===== src/rtl/drone_dispatch_sched.sv =====
// drone_dispatch_sched: two-floor drone delivery scheduler with round-robin pick and flight/pickup timeout
module drone_dispatch_sched #(
  parameter int TIMEOUT = 200
) (
  input  logic       clk,
  input  logic       rst,
  input  logic [1:0] req,
  input  logic [1:0] FS,
  input  logic [1:0] Call,
  output logic [1:0] Floor,
  output logic       busy,
  output logic [1:0] pending,
  output logic [1:0] cur,
  output logic       timeout_err,
  output logic [7:0] served_cnt
);
  typedef enum logic [2:0] {IDLE, DISPATCH, FLY, WAIT_CALL, DONE} state_t;
  state_t state_q, state_d;
  logic [7:0] cnt_q, cnt_d, served_q, served_d;
  logic [1:0] pending_q, pending_d, cur_q, cur_d, last_q, last_d, floor_q, floor_d, sel, clr;
  logic busy_q, busy_d, tout_q, tout_d, hit, expire;
  assign Floor = floor_q;
  assign busy = busy_q;
  assign pending = pending_q;
  assign cur = cur_q;
  assign timeout_err = tout_q;
  assign served_cnt = served_q;
  // next-state logic; a same-cycle request beats the clear of its floor
  always_comb begin
    sel = (pending_q == 2'b11) ? ~last_q : pending_q;
    hit = (state_q == FLY) ? (FS == cur_q) : |(Call & cur_q);
    expire = cnt_q == 8'(TIMEOUT - 1);
    clr = '0;
    state_d = state_q;
    cnt_d = '0;
    cur_d = cur_q;
    last_d = last_q;
    served_d = served_q;
    tout_d = 1'b0;
    case (state_q)
      IDLE: if (|pending_q) begin
        clr = sel;
        cur_d = sel;
        state_d = DISPATCH;
      end
      DISPATCH: state_d = FLY;
      FLY, WAIT_CALL: if (hit) state_d = (state_q == FLY) ? WAIT_CALL : DONE;
        else if (expire) begin
          tout_d = 1'b1;
          last_d = cur_q;
          cur_d = '0;
          state_d = IDLE;
        end else cnt_d = cnt_q + 8'd1;
      DONE: begin
        served_d = served_q + 8'd1;
        last_d = cur_q;
        cur_d = '0;
        state_d = IDLE;
      end
      default: state_d = IDLE;
    endcase
    pending_d = req | (pending_q & ~clr);
    floor_d = (state_d == DISPATCH) ? cur_d : 2'b00;
    busy_d = state_d != IDLE;
  end
  // state and registered outputs; reset drops any concurrent request
  always_ff @(posedge clk) begin
    if (rst) begin
      state_q <= IDLE;
      cnt_q <= '0;
      served_q <= '0;
      pending_q <= '0;
      cur_q <= '0;
      last_q <= 2'b10;
      floor_q <= '0;
      busy_q <= 1'b0;
      tout_q <= 1'b0;
    end else begin
      state_q <= state_d;
      cnt_q <= cnt_d;
      served_q <= served_d;
      pending_q <= pending_d;
      cur_q <= cur_d;
      last_q <= last_d;
      floor_q <= floor_d;
      busy_q <= busy_d;
      tout_q <= tout_d;
    end
  end
endmodule


===== config.mk =====
export PLATFORM = sky130hd
export DESIGN_NAME = drone_dispatch_sched
export DESIGN_NICKNAME = d
export VERILOG_FILES = /design/src/rtl/drone_dispatch_sched.sv
export SDC_FILE = /design/constraint.sdc
export NUM_CORES = 1
export LEC_CHECK = 0
export ABC_CLOCK_PERIOD_IN_PS = 2900
export CELL_PAD_IN_SITES_DETAIL_PLACEMENT = 2
export CELL_PAD_IN_SITES_GLOBAL_PLACEMENT = 2
export CORE_MARGIN = 4
export CORE_UTILIZATION = 39
export CTS_CLUSTER_DIAMETER = 200
export CTS_CLUSTER_SIZE = 28
export DETAILED_ROUTE_END_ITERATION = 8
export DONT_BUFFER_PORTS = 1
export PLACE_DENSITY = 0.91
export RECOVER_POWER = 50
export SLEW_MARGIN = 20
export SYNTH_ARGS = -nofsm -noshare
export SYNTH_HDL_FRONTEND = slang
export SYNTH_SLANG_ARGS = --single-unit

===== constraint.sdc =====
create_clock -name clk -period 2.9 [get_ports clk]
set_input_delay 0.58 -clock clk [delete_from_list [all_inputs] [get_ports clk]]
set_output_delay 0.58 -clock clk [all_outputs]
set_load 0.005 [all_outputs]

---- Word-level counts from Yosys, hierarchy flattened ----
Index checks and enable logic that the tools add are counted.
storage, ports and cells
  flip-flop bits (word level) ............. 29
  input port bits ......................... 8
  output and inout port bits .............. 16
  logic and storage cells ................. 55
cells by class
  add/subtract/negate cells ............... 2
  equal/unequal tests ..................... 10
  multiplexer cells ....................... 17
  bitwise gates (word level) .............. 7
  reductions and logical operators ........ 10
operator list
  operator                                                         number
  8-bit by 1-bit adder with 8-bit output, second input constant    2
  2-bit two-way mux                                                8
  3-bit two-way mux                                                4
  3-bit one-hot mux with 3 select lines                            1
  8-bit == test, second input constant                             1
  2-bit OR reduction                                               4
  3-bit by 1-bit == test with 1-bit output, second input constant  2
  3-bit by 2-bit == test with 1-bit output, second input constant  2
  2-bit one-hot mux with 3 select lines                            1
  2-bit AND                                                        2
  2-bit inequality test, second input constant                     2
  2-bit inverter                                                   2
  2-bit one-hot mux with 2 select lines                            1
  4-bit OR reduction                                               1
  3-bit == test, second input constant                             1
  3-bit logical NOT                                                1
  3-bit AND reduction                                              1
  3-bit nonzero test                                               1
  3-bit OR reduction                                               1
  2-bit == test                                                    1
  2-bit == test, second input constant                             1
  1-bit two-way mux                                                2
  1-bit inverter                                                   2
  2-bit bitwise OR                                                 1
  2-bit nonzero test                                               1

---- Longest topological paths before layout ----
Gate-level depths: netlist of run 1.
  depth in word-level cells ............... 8
  mapped depth ............................ 6
  gate-level depth less buffers ........... 5

---- Worst setup path before layout of run 1 ----
Ideal clock, no wire load.
  path kind ............................... input-to-reg
  start point ............................. input port Call[0]
  end point ............................... register last_q[1]
  setup time .............................. 0.120 ns
  data arrival time ....................... 1.738 ns
  setup slack ............................. 1.042 ns
  stages .................................. 4
  path buffers ............................ 0
  path through ............................ a22o_1 a2111o_1 o211a_1 a211o_1
on the way
  cells in the longest elaborated chain, start to end .. 5
RTL lines
  what                                    line  text
  start: declaration                      9     input logic [1:0] Call,
  2-bit AND                               31    hit = (state_q == FLY) ? (FS == cur_q) : |(Call & cur_q);
  2-bit OR reduction                      31
  1-bit two-way mux                       31
  2-bit inequality test (no source line)  n/a
  3-bit AND reduction (no source line)    n/a
  end signal: assignment                  84    last_q <= last_d;
  end: declaration                        20    logic [1:0] pending_q, pending_d, cur_q, cur_d, last_q, last_d, floor_q, floor_d, sel, clr;
No other way between the ends.
A chain may end at the register's enable or synchronous reset.

---- Worst setup path in the final report of run 1 ----
  start point ............................. register state_q[1]
  end point ............................... register last_q[1]
on the way
  cells in the longest elaborated chain, start to end .. 4
  elaborated cells between the ends (all ways) .. 10
  classes of those cells .................. eq/ne: 5; mux: 2; reduce/logical: 3
RTL lines
  what                                                                          line    text
  start: declaration                                                            18      state_t state_q, state_d;
  start signal: assignment                                                      79      state_q <= state_d;
  3-bit by 2-bit == test with 1-bit output (on tied branches)                   31, 40
  2-bit OR reduction or 1-bit two-way mux (tied branches)                       40, 31
  2-bit inequality test (no source line) or 2-bit nonzero test (tied branches)  n/a
  3-bit AND reduction (no source line)                                          n/a
Several ways; a longest one is shown, not always the timed one.

==> results of run 1 <==
[per-layer routing]
metal | part of all wire (%) | routed length, µm
met2 | 51 | 1620
met1 | 41 | 1330
met3 | 6.2 | 199
met5 | 0 | 0
met4 | 1.7 | 54
[logic make-up (layout without fill, tap and decap cells)]
| family | Yosys count | count (layout) | synth area share [%] |
|---|---|---|---|
| xor+xnor | 14 | 14 | 9.75 |
| compound gates | 28 | 28 | 15.0 |
| buf+inv | 8 | 11 | 2.69 |
| simple gates | 58 | 58 | 24.4 |
| fa+ha+maj | 2 | 2 | 1.99 |
| flops | 29 | 29 | 46.2 |
[power by group]
part	internal, µW	switching (µW)
logic	22.7	35.7
registers	413	22.1
clock network	96.4	135
total	532	193
[cell usage after synthesis (2+ instances only)]
cell type | n | area share [%]
sky130_fd_sc_hd__dfxtp_1 | 29 | 46
sky130_fd_sc_hd__nor2_1 | 18 | 5.4
sky130_fd_sc_hd__a21oi_1 | 11 | 4.4
sky130_fd_sc_hd__xor2_1 | 10 | 7.0
sky130_fd_sc_hd__nand2_1 | 8 | 2.4
sky130_fd_sc_hd__nand3_1 | 6 | 2.4
sky130_fd_sc_hd__and3_1 | 4 | 2.0
sky130_fd_sc_hd__nor3_1 | 4 | 1.6
sky130_fd_sc_hd__xnor2_1 | 4 | 2.8
sky130_fd_sc_hd__buf_2 | 3 | 1.2
sky130_fd_sc_hd__inv_1 | 3 | 0.90
sky130_fd_sc_hd__nand4_1 | 3 | 1.5
sky130_fd_sc_hd__o211ai_1 | 3 | 1.8
sky130_fd_sc_hd__o21ai_0 | 3 | 1.2
sky130_fd_sc_hd__or3_1 | 3 | 1.5
sky130_fd_sc_hd__a211o_1 | 2 | 1.4
sky130_fd_sc_hd__clkbuf_1 | 2 | 0.60
sky130_fd_sc_hd__ha_1 | 2 | 2.0
sky130_fd_sc_hd__nand2b_1 | 2 | 0.99
sky130_fd_sc_hd__nor2b_1 | 2 | 0.99
sky130_fd_sc_hd__o21a_1 | 2 | 1.2
[cell type report]
cell class,instances,area [µm²],area share [%]
inverter,3,11.3,0.841
clock buffer,8,48.8,3.64
tap,44,55.1,4.11
sequential,29,581,43.4
multi-input combinational,102,643,48.0
[through the flow]
stage / worst slack (ps) / hold slack (ps) / cell area (µm²) / instances
after floorplan: 1040 / 438 / 1260 / 139
after global placement: 1000 / 458 / 1290 / 178
after detailed placement: 900 / 469 / 1290 / 178
after CTS: 965 / 290 / 1340 / 186
after global routing: 795 / 269 / 1340 / 186
final: 997 / 312 / 1340 / 186
[flip-flops by register name, summed over array words and instances (netlist names)]
signal	count
last_q	2
served_cnt	8
pending	2
state_q	3
cnt_q	8
Floor	2
cur	2
timeout_err	1
busy	1
[worst max path at each step]
stage,slack (ps),start,to,depth (start not counted)
2_1_floorplan,1040,Call[0],last_q[1],4
3_3_place_gp,1000,Call[0],last_q[1],4
3_5_place_dp,900,FS[0],last_q[1],4
4_1_cts,970,state_q[2],last_q[1],4
5_1_grt,790,state_q[1],cnt_q[6],4
6_report,1000,state_q[1],last_q[1],4
[worst max-delay path, delay by kind of cell, from the launching register on]
kind	cells	cell delay (ps)
AO/OA/AOI/OAI	2	500
flip-flops	1	430
AND/OR/NAND/NOR	2	860
==> impl_metrics.tcl, run 1 <==
set metrics [dict create \
    finalNetCount 151 \
    totalWireLength_um 3200 \
    globalRouteTotalUtil_pct 17.1 \
    fillers 358 \
    hold-path-cell-count 1 \
    gp_congestion 0.811 \
    timing.max_slew.rel_slack_pct 45.3 \
    crit-reg2reg-launch "state_q[1]" \
    drtAntennaViolNets 0 \
    rows 20 \
    crit_chain "nand2b_1 -> nor4_2 -> o21ai_0 -> a211o_1" \
    final_core_utilization_pct 43.5 \
    clock-skew-final_ps 5.76 \
    clock_tree.root_cell "sky130_fd_sc_hd__clkbuf_4" \
    dieHeight_um 64.8 \
    global_route.peak_usage_layer "met2" \
    peakVddDrop_v 0.000348 \
    number_of_buffers_created_by_cts 5 \
    post-dp-hpwl_um 2370 \
    timing_max_transition_violations_final 0 \
    grt_use_met1_pct 20.0 \
    setup.worst_path.end_class "register" \
    cpMaxStageDelayCell "sky130_fd_sc_hd__nor4_2" \
    fin_tns_setup_ps 0 \
    cp_slowest_stage_delay_ps 670 \
    final_layout_size_suffix_gt1_share_pct 7.04 \
    hold_class "primary input to register" \
    power_density_nw_per_um2 541 \
    postSynthCellCount 139 \
    avg_inst_size_synth_um2 9.05 \
    die_x_um 64.8 \
    fin_total_pwr_uw 724 \
    synth_flop_cell "sky130_fd_sc_hd__dfxtp_1" \
    viasPerCell 5.42 \
    most-common-layout-cells "29 x sky130_fd_sc_hd__dfxtp_1, 18 x sky130_fd_sc_hd__nor2_1, 11 x sky130_fd_sc_hd__a21oi_1" \
    dieArea_um2 4200 \
    holdCritStartpoint "rst" \
    syn_area_um2 1260 \
    rrSetupSlack_ps 1000 \
    initial_core_util_pct 40.9 \
    mostFrequentLayoutCell "sky130_fd_sc_hd__dfxtp_1" \
    synth_async_sr_flop_share_pct 0 \
    globalRouteMet3Util_pct 7.28 \
    crit_arrival_ps 2120 \
    hold_viol_final 0 \
    detail_route.wl_per_cell_um 17.2 \
    result_of_the_run "complete, no violations" \
    insertedDiodeCount 0 \
    reg2regPathDepth 4 \
    remaining_drc_errors 0 \
    post_cts_repair_timing_setup_buffer_count 0 \
    place.port_buffers 0 \
    max_freq_mhz 526 \
    coreArea_um2 3080 \
    tightestPinTransition_ps 819 \
    timing.max_cap.violations 0 \
    path_clk_slew_ps 90 \
    dr.pass1.iters 4 \
    yosysSeqAreaShare_pct 46.2 \
    flops_latches_synth 29 \
    worstSetupStartpointType "register" \
    worst-path-max-fanout 9 \
    overflow 0 \
    finalCriticalPeriod_ps 1900 \
    flow.area_growth_from_synthesis_pct 6.47 \
    grt_pass1_wl_um 5350 \
    synth_cell_types 36 \
    grt_antenna_before_repair 0 \
    mappedNetlistNets 149 \
    leakagePower_uw 0.000461 \
    synth-edff-count 0 \
    crit-reg2reg-capture "last_q[1]" \
    critical_path_rt_ps 3120 \
    tritoncts_clock_tree "built" \
    drt_first_iter_violations 31 \
    boundaryPins 24 \
    clock_path_buffers 2 \
    post_cts_hold_buffer_count 0 \
    yosysWarnings 0 \
    grt_setup_unrepaired "no" \
    finalSetupViolations 0 \
    cts_sinks 29 \
    crit_type "register to register" \
    grt_pass1_vias 1099 \
    worstHoldEndpoint "served_cnt[7]" \
    worstSkewPairLatency_ps 330 \
    cts.htree.levels 2 \
    fin_crit_sh_pct 65.6 \
    use_met2_pct 27.3 \
    cts_repair_resize_count 0 \
    maximum_number_of_pins_on_one_net_before_global_route_repair 18 \
    dr_total_vias 1009 \
]
Power figures use the tool's default switching activity.
==> inputs of run 2 (changes only) <==
--- a/config.mk
+++ b/config.mk
@@ -5,16 +5,16 @@
 export SDC_FILE = /design/constraint.sdc
 export NUM_CORES = 1
 export LEC_CHECK = 0
-export ABC_CLOCK_PERIOD_IN_PS = 2900
+export ABC_CLOCK_PERIOD_IN_PS = 2000
 export CELL_PAD_IN_SITES_DETAIL_PLACEMENT = 2
 export CELL_PAD_IN_SITES_GLOBAL_PLACEMENT = 2
 export CORE_MARGIN = 4
-export CORE_UTILIZATION = 39
+export CORE_UTILIZATION = 36
 export CTS_CLUSTER_DIAMETER = 200
 export CTS_CLUSTER_SIZE = 28
 export DETAILED_ROUTE_END_ITERATION = 8
 export DONT_BUFFER_PORTS = 1
-export PLACE_DENSITY = 0.91
+export PLACE_DENSITY = 0.86
 export RECOVER_POWER = 50
 export SLEW_MARGIN = 20
 export SYNTH_ARGS = -nofsm -noshare
==> constraint.sdc (replaced) <==
create_clock -name clk -period 2 [get_ports clk]
set_input_delay 0.4 -clock clk [delete_from_list [all_inputs] [get_ports clk]]
set_output_delay 0.4 -clock clk [all_outputs]
set_load 0.005 [all_outputs]
==> run 2 against run 1 <==
  * Cell count rose by 3.2%
  * Largest power group unchanged
  * Sequential share of layout area fell by 0.90 points
  * Global-route usage rose by 0.35 points
  * Setup slack got worse by 890 ps
  * Critical path depth rose by 1
  * First-iteration DRC count rose by 74%
  * Hold slack got worse by 180 ps
  * Combinational power rose by 71%
  * Clock power rose by 43%
  * Highest routed layer unchanged
  * Critical path type unchanged
==> impl_metrics.tcl, run 2 (same netlist as run 1, synthesis figures left out) <==
set metrics [dict create \
    max_freq_mhz 528 \
    dieArea_um2 4500 \
    gp_congestion 0.782 \
    timing.max_slew.rel_slack_pct 70.6 \
    crit_arrival_ps 2110 \
    clock_tree.root_cell "sky130_fd_sc_hd__clkbuf_4" \
    hold_class "primary input to register" \
    worstSetupStartpointType "register" \
    grt_pass1_wl_um 5830 \
    detailed_place.area_um2 1320 \
    dr.pass1.iters 4 \
    viasPerCell 5.57 \
    number_of_buffers_created_by_cts 5 \
    overflow 0 \
    place.port_buffers 0 \
    tritoncts_clock_tree "built" \
    hold_viol_final 0 \
    cts_sinks 29 \
    finalCriticalPeriod_ps 1890 \
    cts.htree.levels 2 \
    maximum_number_of_pins_on_one_net_before_global_route_repair 18 \
    flow.area_growth_from_synthesis_pct 8.95 \
    most-common-layout-cells "28 x sky130_fd_sc_hd__dfxtp_1, 18 x sky130_fd_sc_hd__nor2_1, 11 x sky130_fd_sc_hd__a21oi_1" \
    initial_core_util_pct 37.4 \
    leakagePower_uw 0.000476 \
    layout.cells.non_filler 192 \
    worstSkewPairLatency_ps 320 \
    die_x_um 67.1 \
    path_clk_slew_ps 90 \
    dr_total_vias 1069 \
    globalRouteTotalUtil_pct 17.5 \
    detail_route.wl_per_cell_um 18.5 \
    mostFrequentLayoutCell "sky130_fd_sc_hd__dfxtp_1" \
    post-dp-hpwl_um 2630 \
    post-place-cells 183 \
    worst-path-max-fanout 5 \
    boundaryPins 24 \
    coreArea_um2 3360 \
    drtAntennaViolNets 0 \
    totalWireLength_um 3560 \
    setup.worst_path.end_class "register" \
    timing.max_cap.violations 0 \
    reg2regPathDepth 5 \
    final_layout_size_suffix_gt1_share_pct 11.0 \
    peakVddDrop_v 0.000304 \
    power_density_nw_per_um2 772 \
    clock_path_buffers 2 \
    multi_input_area_um2 646 \
    timing_max_transition_violations_final 0 \
    insertedDiodeCount 0 \
    seq_area_um2 582 \
    grt_pass1_vias 1136 \
    finalSetupViolations 0 \
    hold-path-cell-count 1 \
    critical_path_rt_ps 2210 \
    detailedPlace.worstSlack_ps 135 \
    clock-skew-final_ps 8.86 \
    fin_crit_sh_pct 94.7 \
    drt_first_iter_violations 54 \
    rows 21 \
    result_of_the_run "complete, no violations" \
    final_cell_area_excluding_filler_cells_um2 1370 \
    remaining_drc_errors 0 \
    tightestPinTransition_ps 441 \
    dieHeight_um 67.1 \
    slack_of_the_critical_path_ps 107 \
    grt_antenna_before_repair 0 \
    post_cts_hold_buffer_count 0 \
    crit_type "register to register" \
    finalNetCount 155 \
    fillers 395 \
]
run 2: area by class of cell:
type / instances / share of cell area (%)
clock buffers: 6 / 3.01
multi-input cells: 102 / 47.1
inverters: 3 / 0.822
flip-flops and latches: 29 / 42.5
well taps: 46 / 4.20
clock inverters: 2 / 0.731
repair buffers: 4 / 1.64
run 2: routing by layer:
| metal | vias up | track usage (%) | part of all wire (%) |
|---|---|---|---|
| met1 | 532 | 19.4 | 43 |
| met2 | 25 | 30.6 | 49 |
| met5 | - | 0 | 0 |
| met3 | 6 | 6.75 | 6.1 |
| li1 | 506 | - | - |
| met4 | 0 | 5.32 | 1.4 |
run 2: report_power, final:
part | leakage (µW) | switching (µW) | internal [µW] | total, µW
combinational | 0.000208 | 64.6 | 35.3 | 99.9
sequential | 0.000236 | 28.9 | 599 | 628
clock | 0.0000320 | 197 | 134 | 331
total | 0.000476 | 291 | 768 | 1060
run 2: metrics by stage:
stage,hold WS (ps),utilization [%],power [µW],setup TNS (ps)
floorplan,438,-,708,0
global placement,455,39.1,728,0
detailed placement,465,39.1,738,0
CTS,122,40.6,1070,0
global route,109,40.7,1120,-2.00
finish,136,40.7,1060,0
run 2: timing repair:
| action | 4_1_cts | 5_1_grt |
|---|---|---|
| buffers inserted | 0 | 1 |
| endpoints found under the hold margin | 0 | 0 |
| setup endpoints to repair | 0 | 1 |
| gates resized for setup | 0 | 2 |
run 2: path summary, 6_finish.rpt:
| kind | startpoint | slack (ps) | end |
|---|---|---|---|
| setup / recovery | cnt_q[1] | 110 | last_q[1] |
| hold / removal | rst | 140 | cur[0] |
| setup reg to reg | cnt_q[1] | 110 | last_q[1] |
| hold reg to reg | cnt_q[0] | 460 | cnt_q[0] |
run 2: worst max-delay path, stage by stage, from the launching register on:
cell and delay [ps]:
sky130_fd_sc_hd__dfxtp_1 390, sky130_fd_sc_hd__ha_2 250, sky130_fd_sc_hd__nand4b_1 180, sky130_fd_sc_hd__a2111o_1 470
sky130_fd_sc_hd__o211a_1 230, sky130_fd_sc_hd__a211o_1 270
